$ cat src/rtl/micro_processor_pkg.sv
// Shared constants for the instruction-fetch front end.
// These are the memory depth, the instruction width and the mode encodings.
package micro_processor_pkg;

  localparam int MEM_BYTES = 256;
  localparam int INSTR_W   = 32;

  localparam logic PROG_MODE = 1'b0;
  localparam logic RUN_MODE  = 1'b1;

endpackage

$ cat src/rtl/micro_processor_instr_mem.sv
// Byte-addressed instruction RAM with a synchronous byte write and a combinational big-endian word read.
// Read latency is 0 cycles and write latency is 1 cycle; there is no backpressure.
module instr_mem
  import micro_processor_pkg::*;
#(
  parameter int DEPTH = MEM_BYTES,
  parameter int AW    = $clog2(DEPTH)
) (
  input  logic               clk,
  input  logic               wr_en,
  input  logic [AW-1:0]      wr_addr,
  input  logic [7:0]         wr_dat,
  input  logic [AW-1:2]      rd_word_addr,
  output logic [INSTR_W-1:0] rd_dat
);

  // Zero-initialised so that unwritten locations fetch as 8'h00.
  logic [7:0] mem [DEPTH] = '{default: 8'h00};

  // No reset on the array: the program survives reset.
  always_ff @(posedge clk) begin
    if (wr_en) begin
      mem[wr_addr] <= wr_dat;
    end
  end

  // The lowest byte address lands in the MSB.
  assign rd_dat = {mem[{rd_word_addr, 2'b00}],
                   mem[{rd_word_addr, 2'b01}],
                   mem[{rd_word_addr, 2'b10}],
                   mem[{rd_word_addr, 2'b11}]};

endmodule

$ cat src/rtl/micro_processor.sv
// Fetch front end: the program counter walks instr_mem and the fetched word is registered on each run-mode edge.
// Word n appears after run-mode edge n+1; there is no backpressure, and the output is always driven.
module micro_processor
  import micro_processor_pkg::*;
#(
  parameter int MEM_BYTES = micro_processor_pkg::MEM_BYTES,
  parameter int ADDR_W    = 32
) (
  input  logic               clk,
  input  logic               reset,
  input  logic [7:0]         Instruction_Data_input,
  input  logic [ADDR_W-1:0]  Instruction_Address_input,
  input  logic               En_Program,
  output logic [INSTR_W-1:0] Instruction_Data_output
);

  localparam int AW = $clog2(MEM_BYTES);

  logic [ADDR_W-1:0]  pc;
  logic [AW-1:0]      pc_inc;
  logic [INSTR_W-1:0] fetch_dat;
  logic               wr_en;

  // Out-of-range addresses are dropped rather than aliased onto low memory.
  assign wr_en = (En_Program == PROG_MODE) &&
                 (Instruction_Address_input < ADDR_W'(MEM_BYTES));

  // Truncating to AW bits gives the wrap from MEM_BYTES-4 back to 0.
  assign pc_inc = pc[AW-1:0] + AW'(4);

  instr_mem #(
    .DEPTH (MEM_BYTES),
    .AW    (AW)
  ) u_instr_mem (
    .clk          (clk),
    .wr_en        (wr_en),
    .wr_addr      (Instruction_Address_input[AW-1:0]),
    .wr_dat       (Instruction_Data_input),
    .rd_word_addr (pc[AW-1:2]),
    .rd_dat       (fetch_dat)
  );

  always_ff @(posedge clk or negedge reset) begin
    if (!reset) begin
      pc                      <= '0;
      Instruction_Data_output <= '0;
    end else if (En_Program == PROG_MODE) begin
      pc                      <= '0;
      Instruction_Data_output <= '0;
    end else begin
      pc                      <= ADDR_W'(pc_inc);
      Instruction_Data_output <= fetch_dat;
    end
  end

endmodule

$ cat config.mk
export PLATFORM = sky130hd
export DESIGN_NAME = micro_processor
export DESIGN_NICKNAME = d
export VERILOG_FILES = /design/src/rtl/micro_processor_pkg.sv /design/src/rtl/micro_processor_instr_mem.sv /design/src/rtl/micro_processor.sv
export SDC_FILE = /design/constraint.sdc
export NUM_CORES = 2
export LEC_CHECK = 0
export ABC_AREA = 1
export ABC_CLOCK_PERIOD_IN_PS = 1600
export BUFFER_PORTS_ARGS = -buffer_cell sky130_fd_sc_hd__buf_2
export CAP_MARGIN = 25
export CORE_ASPECT_RATIO = 2
export CORE_UTILIZATION = 56
export CTS_CLUSTER_DIAMETER = 60
export CTS_CLUSTER_SIZE = 12
export DETAILED_ROUTE_END_ITERATION = 8
export PLACE_DENSITY = 0.75
export SYNTH_ARGS = -nofsm -noshare
export SYNTH_HDL_FRONTEND = slang
export SYNTH_SLANG_ARGS = --single-unit
$ cat constraint.sdc
create_clock -name clk -period 1.6 [get_ports clk]
set_input_delay 0.16 -clock clk [delete_from_list [all_inputs] [get_ports clk]]
set_output_delay 0.16 -clock clk [all_outputs]
set_load 0.03 [all_outputs]
# After elaboration in Yosys (flattened, before gate mapping)
# Memories as Yosys holds them, arrays and structs flattened.
# Cells that the tools add are included.
[totals]
output_inout_bits = 32
memories = 1
wordCells = 11
input_bits = 43
ram_bits = 2048
register_bits = 40
[op_classes]
reduce_logical = 1
n_lt_le_gt_ge = 1
bitwise_logic = 1
mux = 4
n_addsub = 1
[mem_list]
columns = ["name", "words", "width", "read_ports", "rd_ports_with_merged_regs", "wr", "line", "text"]
rows = [
  ["u_instr_mem.mem", 256, 8, 4, 0, 1, "micro_processor_instr_mem.sv:18", "logic [7:0] mem [DEPTH] = '{default: 8'h00};"],
]
[op_table]
columns = ["operator", "n"]
rows = [
  ["32-bit by 9-bit < comparator with 1-bit output, second input constant", 1],
  ["32-bit two-way mux", 1],
  ["8-bit by 3-bit adder with 8-bit output, second input constant", 1],
  ["8-bit two-way mux", 1],
  ["1-bit two-way mux", 2],
  ["1-bit logical AND", 1],
  ["1-bit inverter", 1],
]

# Depth between registers and ports, before layout
[depth]
depth_word = 4
ltp_mapped = 14
depth_no_buf = 11

# Cells and area by module
# From an unflattened synthesis, not the netlist that was laid out.
[unflattened]
hier_cells = 7190
area_unflattened_um2 = 84646.2
[modules_own_cells]
columns = ["module", "seq_area_each_um2", "cells_each", "area_per_inst_um2", "n_inst"]
rows = [
  ["instr_mem", 61499.0, 7035, 83206.1, 1],
  ["micro_processor", 950.9, 155, 1440.1, 1],
]

# Least setup slack after synthesis
# OpenSTA, ideal clock, no wires.
[synth_path]
path_kind = "input to register"
startpoint = "in Instruction_Address_input[23]"
endpoint = "mem u_instr_mem.mem[134][0] (enable)"
n_path_buf = 1
slack_ns = -0.315
path_stages = 10
setup_time_ns = 0.370
required_ns = 1.230
t_arrival_ns = 1.544
cell_sequence = "nor2_1 nand2_1 nor2_1 nand2_1 nor3_2 nand2_1 nor2_2 nand2_2 buf_2 nor2_1"
[synth_via]
elab_chain_len = 4
[synth_lines]
columns = ["item", "line", "text"]
rows = [
  ["start: declaration", "micro_processor.sv:12", "input logic [ADDR_W-1:0] Instruction_Address_input,"],
  ["32-bit by 9-bit < comparator with 1-bit output", "micro_processor.sv:26", "(Instruction_Address_input < ADDR_W'(MEM_BYTES));"],
  ["1-bit logical AND", "micro_processor.sv:25", "assign wr_en = (En_Program == PROG_MODE) &&"],
  ["1-bit two-way mux", "micro_processor_instr_mem.sv:22", "if (wr_en) begin"],
  ["1-bit two-way mux (not written as such)", "micro_processor_instr_mem.sv:23", "mem[wr_addr] <= wr_dat;"],
  ["end: declaration", "micro_processor_instr_mem.sv:18", ""],
]
# No other way between the ends.

# Final worst setup path
[layout_path]
startpoint = "reg pc[2]"
endpoint = "reg Instruction_Data_output[14]"
[layout_via]
elab_chain_len = 2
[layout_lines]
columns = ["item", "line", "text"]
rows = [
  ["start: declaration", "micro_processor.sv:19", "logic [ADDR_W-1:0] pc;"],
  ["start signal: assignment", "micro_processor.sv:51", "pc <= ADDR_W'(pc_inc);"],
  ["memory 256 x 8 bit", "-", ""],
  ["32-bit two-way mux", "micro_processor.sv:47", "end else if (En_Program == PROG_MODE) begin"],
  ["end signal: assignment", "micro_processor.sv:52", "Instruction_Data_output <= fetch_dat;"],
  ["end: declaration", "micro_processor.sv:14", "output logic [INSTR_W-1:0] Instruction_Data_output"],
]
# No other way between the ends.

==> metrics.cfg <==
[sta]
post-route-min-period_ns = 2.43
rsz0062_at_grt = yes
worst_pin_slew_ns = 0.777
relSlewSlack_pct = 48.2
finalWorstSetupSlack_ns = -0.827
final_hold_viol_count = 0
drv_slew = 0
fin_setup_tns_ns = -25.62
clock_skew_ns = 0.0398
holdWs_ns = 0.174
fin_crit_sh_pct = 152
setup_viol = 45
max_freq_mhz = 412

[floorplanning]
io_pins = 75
dieArea_um2 = 153000
start_util_pct = 56.4
rows = 201
die_x_um = 277
die_h_um = 552
core_um2 = 150000

[drt]
vias_per_cell = 6.43
antenna_left = 0
first_iter_violations = 9040
wirelength_um = 277000
dr.pass1.iters = 7
drcViolationCount = 0
vias = 63152
wl_per_cell_um = 28.2

[cts]
ctsLongestPathBuffers = 4
clock_sinks = 2086
cts_root_buffer = clkbuf_16
clk_latency_ns = 0.84
cts_max_level = 4
cts.clk_slew.worst_paths_ns = 0.06
numCtsBuffers = 199
cts_tree = built

[layout]
fillerInstances = 9586
seqCellArea_um2 = 62500
area_delta_synth_final_pct = 22.0
num-nets-final = 7858
final_core_util_pct = 68.8
multi_input_area_um2 = 21700
drive_gt1_share_pct = 20.1

[yosys]
synth.distinct_cells = 30
avgSynthCellArea_um2 = 11.8
synth.cell_area_um2 = 84500
syn-num-nets = 7209
async_flop_share_pct = 1.82
synth_commonest_cells = 2291 x nand2_1, 2048 x edfxtp_1, 1743 x nand3_1
yosysTopAreaCell = edfxtp_1
postSynthRegisterBits = 2086
synth.most_common_cell = nand2_1
synth_top_area_share_pct = 72.7
synthCells = 7165
synthFlopType = edfxtp_1
ys_warn_count = 0
synth_edf_count = 2048
yosys-top-cells-area = edfxtp_1 73%, nand3_1 10%, nand2_1 10%
ys_seq_area_share_pct = 73.9

[pwr]
cellPowerDensity_nw_per_um2 = 1110
ir_drop_mv = 1.24
leakage_nw = 37.8

[global_routing]
grt_usage_pct = 34.9
grt_pass1_vias = 62257
antenna_found_initial = 7
grt_max_degree = 82
grt_pass1_wl_um = 387000
overflow = 0

[worst_setup_path]
worstSetupEndpointType = register
critPathSlowestCell = dfrtp_4
crit_fanout = 14
required_ns = 2.38
path_cells = buf_12, clkinv_16, buf_16, buf_12, buf_4, nand2_1, nand3_1, nand3_1, nand2_1, nand2_1, nand3_1, nand3_4, a21oi_2, buf_4
critPathLaunchType = register
crit_type = reg -> reg
critPathTopFamily = buffers and inverters
cp.arrival_ns = 3.21
slowest_delay_ns = 0.54
crit_buf_inv = 6

[hold_path]
hp-class = in -> reg

[outcome]
outcome = finished, violations left
violations = negative setup slack

[place]
dp_slack_ns = -1.02
dp_hpwl_um = 168000
gp_congestion = 1.00
io_buffers = 74

[flow_run]
maxCapViolCount = 0

through the flow:
| stage | cell area, um^2 | power, mW | std cells |
|---|---|---|---|
| floorplan | 84500 | 66.5 | 7165 |
| detailed placement | 92600 | 71.5 | 9421 |
| global route | 103000 | 117 | 9818 |
| finish | 103000 | 115 | 9821 |
| CTS | 101000 | 113 | 9768 |
| global placement | 92600 | 71.4 | 9421 |
state kept, by name (all words and copies together), names as in the netlist:
| register | count |
|---|---|
| Instruction_Data_output | 32 |
| pc | 6 |
| u_instr_mem.mem | 2048 |
cells by family (layout without fill, tap and decap cells):
family | count (synthesis) | count (layout) | share of synthesized area (%)
other cells | 0 | 5 | 0
flops | 2086 | 2086 | 73.9
compound gates | 103 | 103 | 0.642
buf+inv | 522 | 1245 | 3.04
simple gates | 4453 | 4453 | 22.4
fa+ha+maj | 1 | 1 | 0.0148
power breakdown:
part / switching (mW) / internal [mW] / leakage (nW)
logic: 8.39 / 4.48 / 16.3
clock network: 19.1 / 22.7 / 2.59
registers: 0.132 / 60.0 / 18.9
total: 27.6 / 87.3 / 37.8
placed cells by master (no fill, tap or decap), types with 4 or more instances in the layout:
| master | count |
|---|---|
| nand2_1 | 2204 |
| edfxtp_1 | 2048 |
| nand3_1 | 1490 |
| buf_4 | 540 |
| nor2_1 | 342 |
| clkbuf_16 | 230 |
| nand3_2 | 227 |
| buf_12 | 171 |
| nand2_2 | 86 |
| clkbuf_1 | 68 |
| buf_16 | 51 |
| buf_6 | 51 |
| buf_2 | 50 |
| inv_1 | 36 |
| o21ai_0 | 30 |
| nor2_2 | 30 |
| nand3_4 | 26 |
| dfrtp_1 | 23 |
| nor2_4 | 20 |
| a21oi_2 | 18 |
| buf_8 | 17 |
| nand2_4 | 16 |
| o21ai_1 | 16 |
| a21oi_1 | 14 |
| o22ai_1 | 12 |
| dlygate4sd3_1 | 11 |
| dfrtp_2 | 10 |
| diode_2 | 5 |
| dfrtp_4 | 5 |
| or2_2 | 4 |
| inv_6 | 4 |
| inv_16 | 4 |
routing by layer:
layer / share of wire, % / wire [um] / global-route usage (%) / up-vias
met2: 50 / 138000 / 60.7 / 5227
met3: 10 / 28500 / 6.07 / 1550
li1: - / - / - / 26452
met1: 30 / 84000 / 37.1 / 29917
met5: 0.058 / 161 / 0 / -
met4: 9.8 / 27100 / 29.2 / 6
path summary, 6_finish.rpt:
check                                                         to  slack [ns]                         start  cells after the start
setup reg to reg           Instruction_Data_output[14]$_DFF_PN0_       -0.83               pc[2]$_DFF_PN0_                     14
min in group asynchronous   Instruction_Data_output[3]$_DFF_PN0_        0.40                         reset                      4
setup / recovery           Instruction_Data_output[14]$_DFF_PN0_       -0.83               pc[2]$_DFF_PN0_                     14
hold / removal                 u_instr_mem.mem[165][2]$_DFFE_PP_        0.17  Instruction_Address_input[1]                      6
max in group asynchronous  Instruction_Data_output[18]$_DFF_PN0_        0.77                         reset                      5
hold reg to reg                                  pc[7]$_DFF_PN0_        0.87               pc[7]$_DFF_PN0_                      3
final cells by class:
| type | instances | share of cell area, % |
|---|---|---|
| flip-flops and latches | 2086 | 60.6 |
| multi-input cells | 4557 | 21.0 |
| repair buffers | 924 | 10.6 |
| clock buffers | 269 | 5.13 |
| well taps | 1928 | 2.34 |
| inverters | 42 | 0.195 |
| clock inverters | 6 | 0.0679 |
| repair inverters | 4 | 0.0582 |
| diodes | 5 | 0.0121 |
timing repair:
item | CTS | global route
setup buffers | 28 | 20
resized for setup | 344 | 344
hold buffers | 11 | 0
hold endpoints to repair | 1206 | 0
pin swaps | 30 | 90
gates cloned | 34 | 32
setup endpoints to repair | 53 | 46
tightest hold or removal path, stage by stage:
cell	delay [ns]
buf_2	0.11
nor2_1	0.08
nand2_1	0.13
buf_4	0.15
nor2_1	0.04
buf_4	0.16
(Power assumes the default switching activity.)
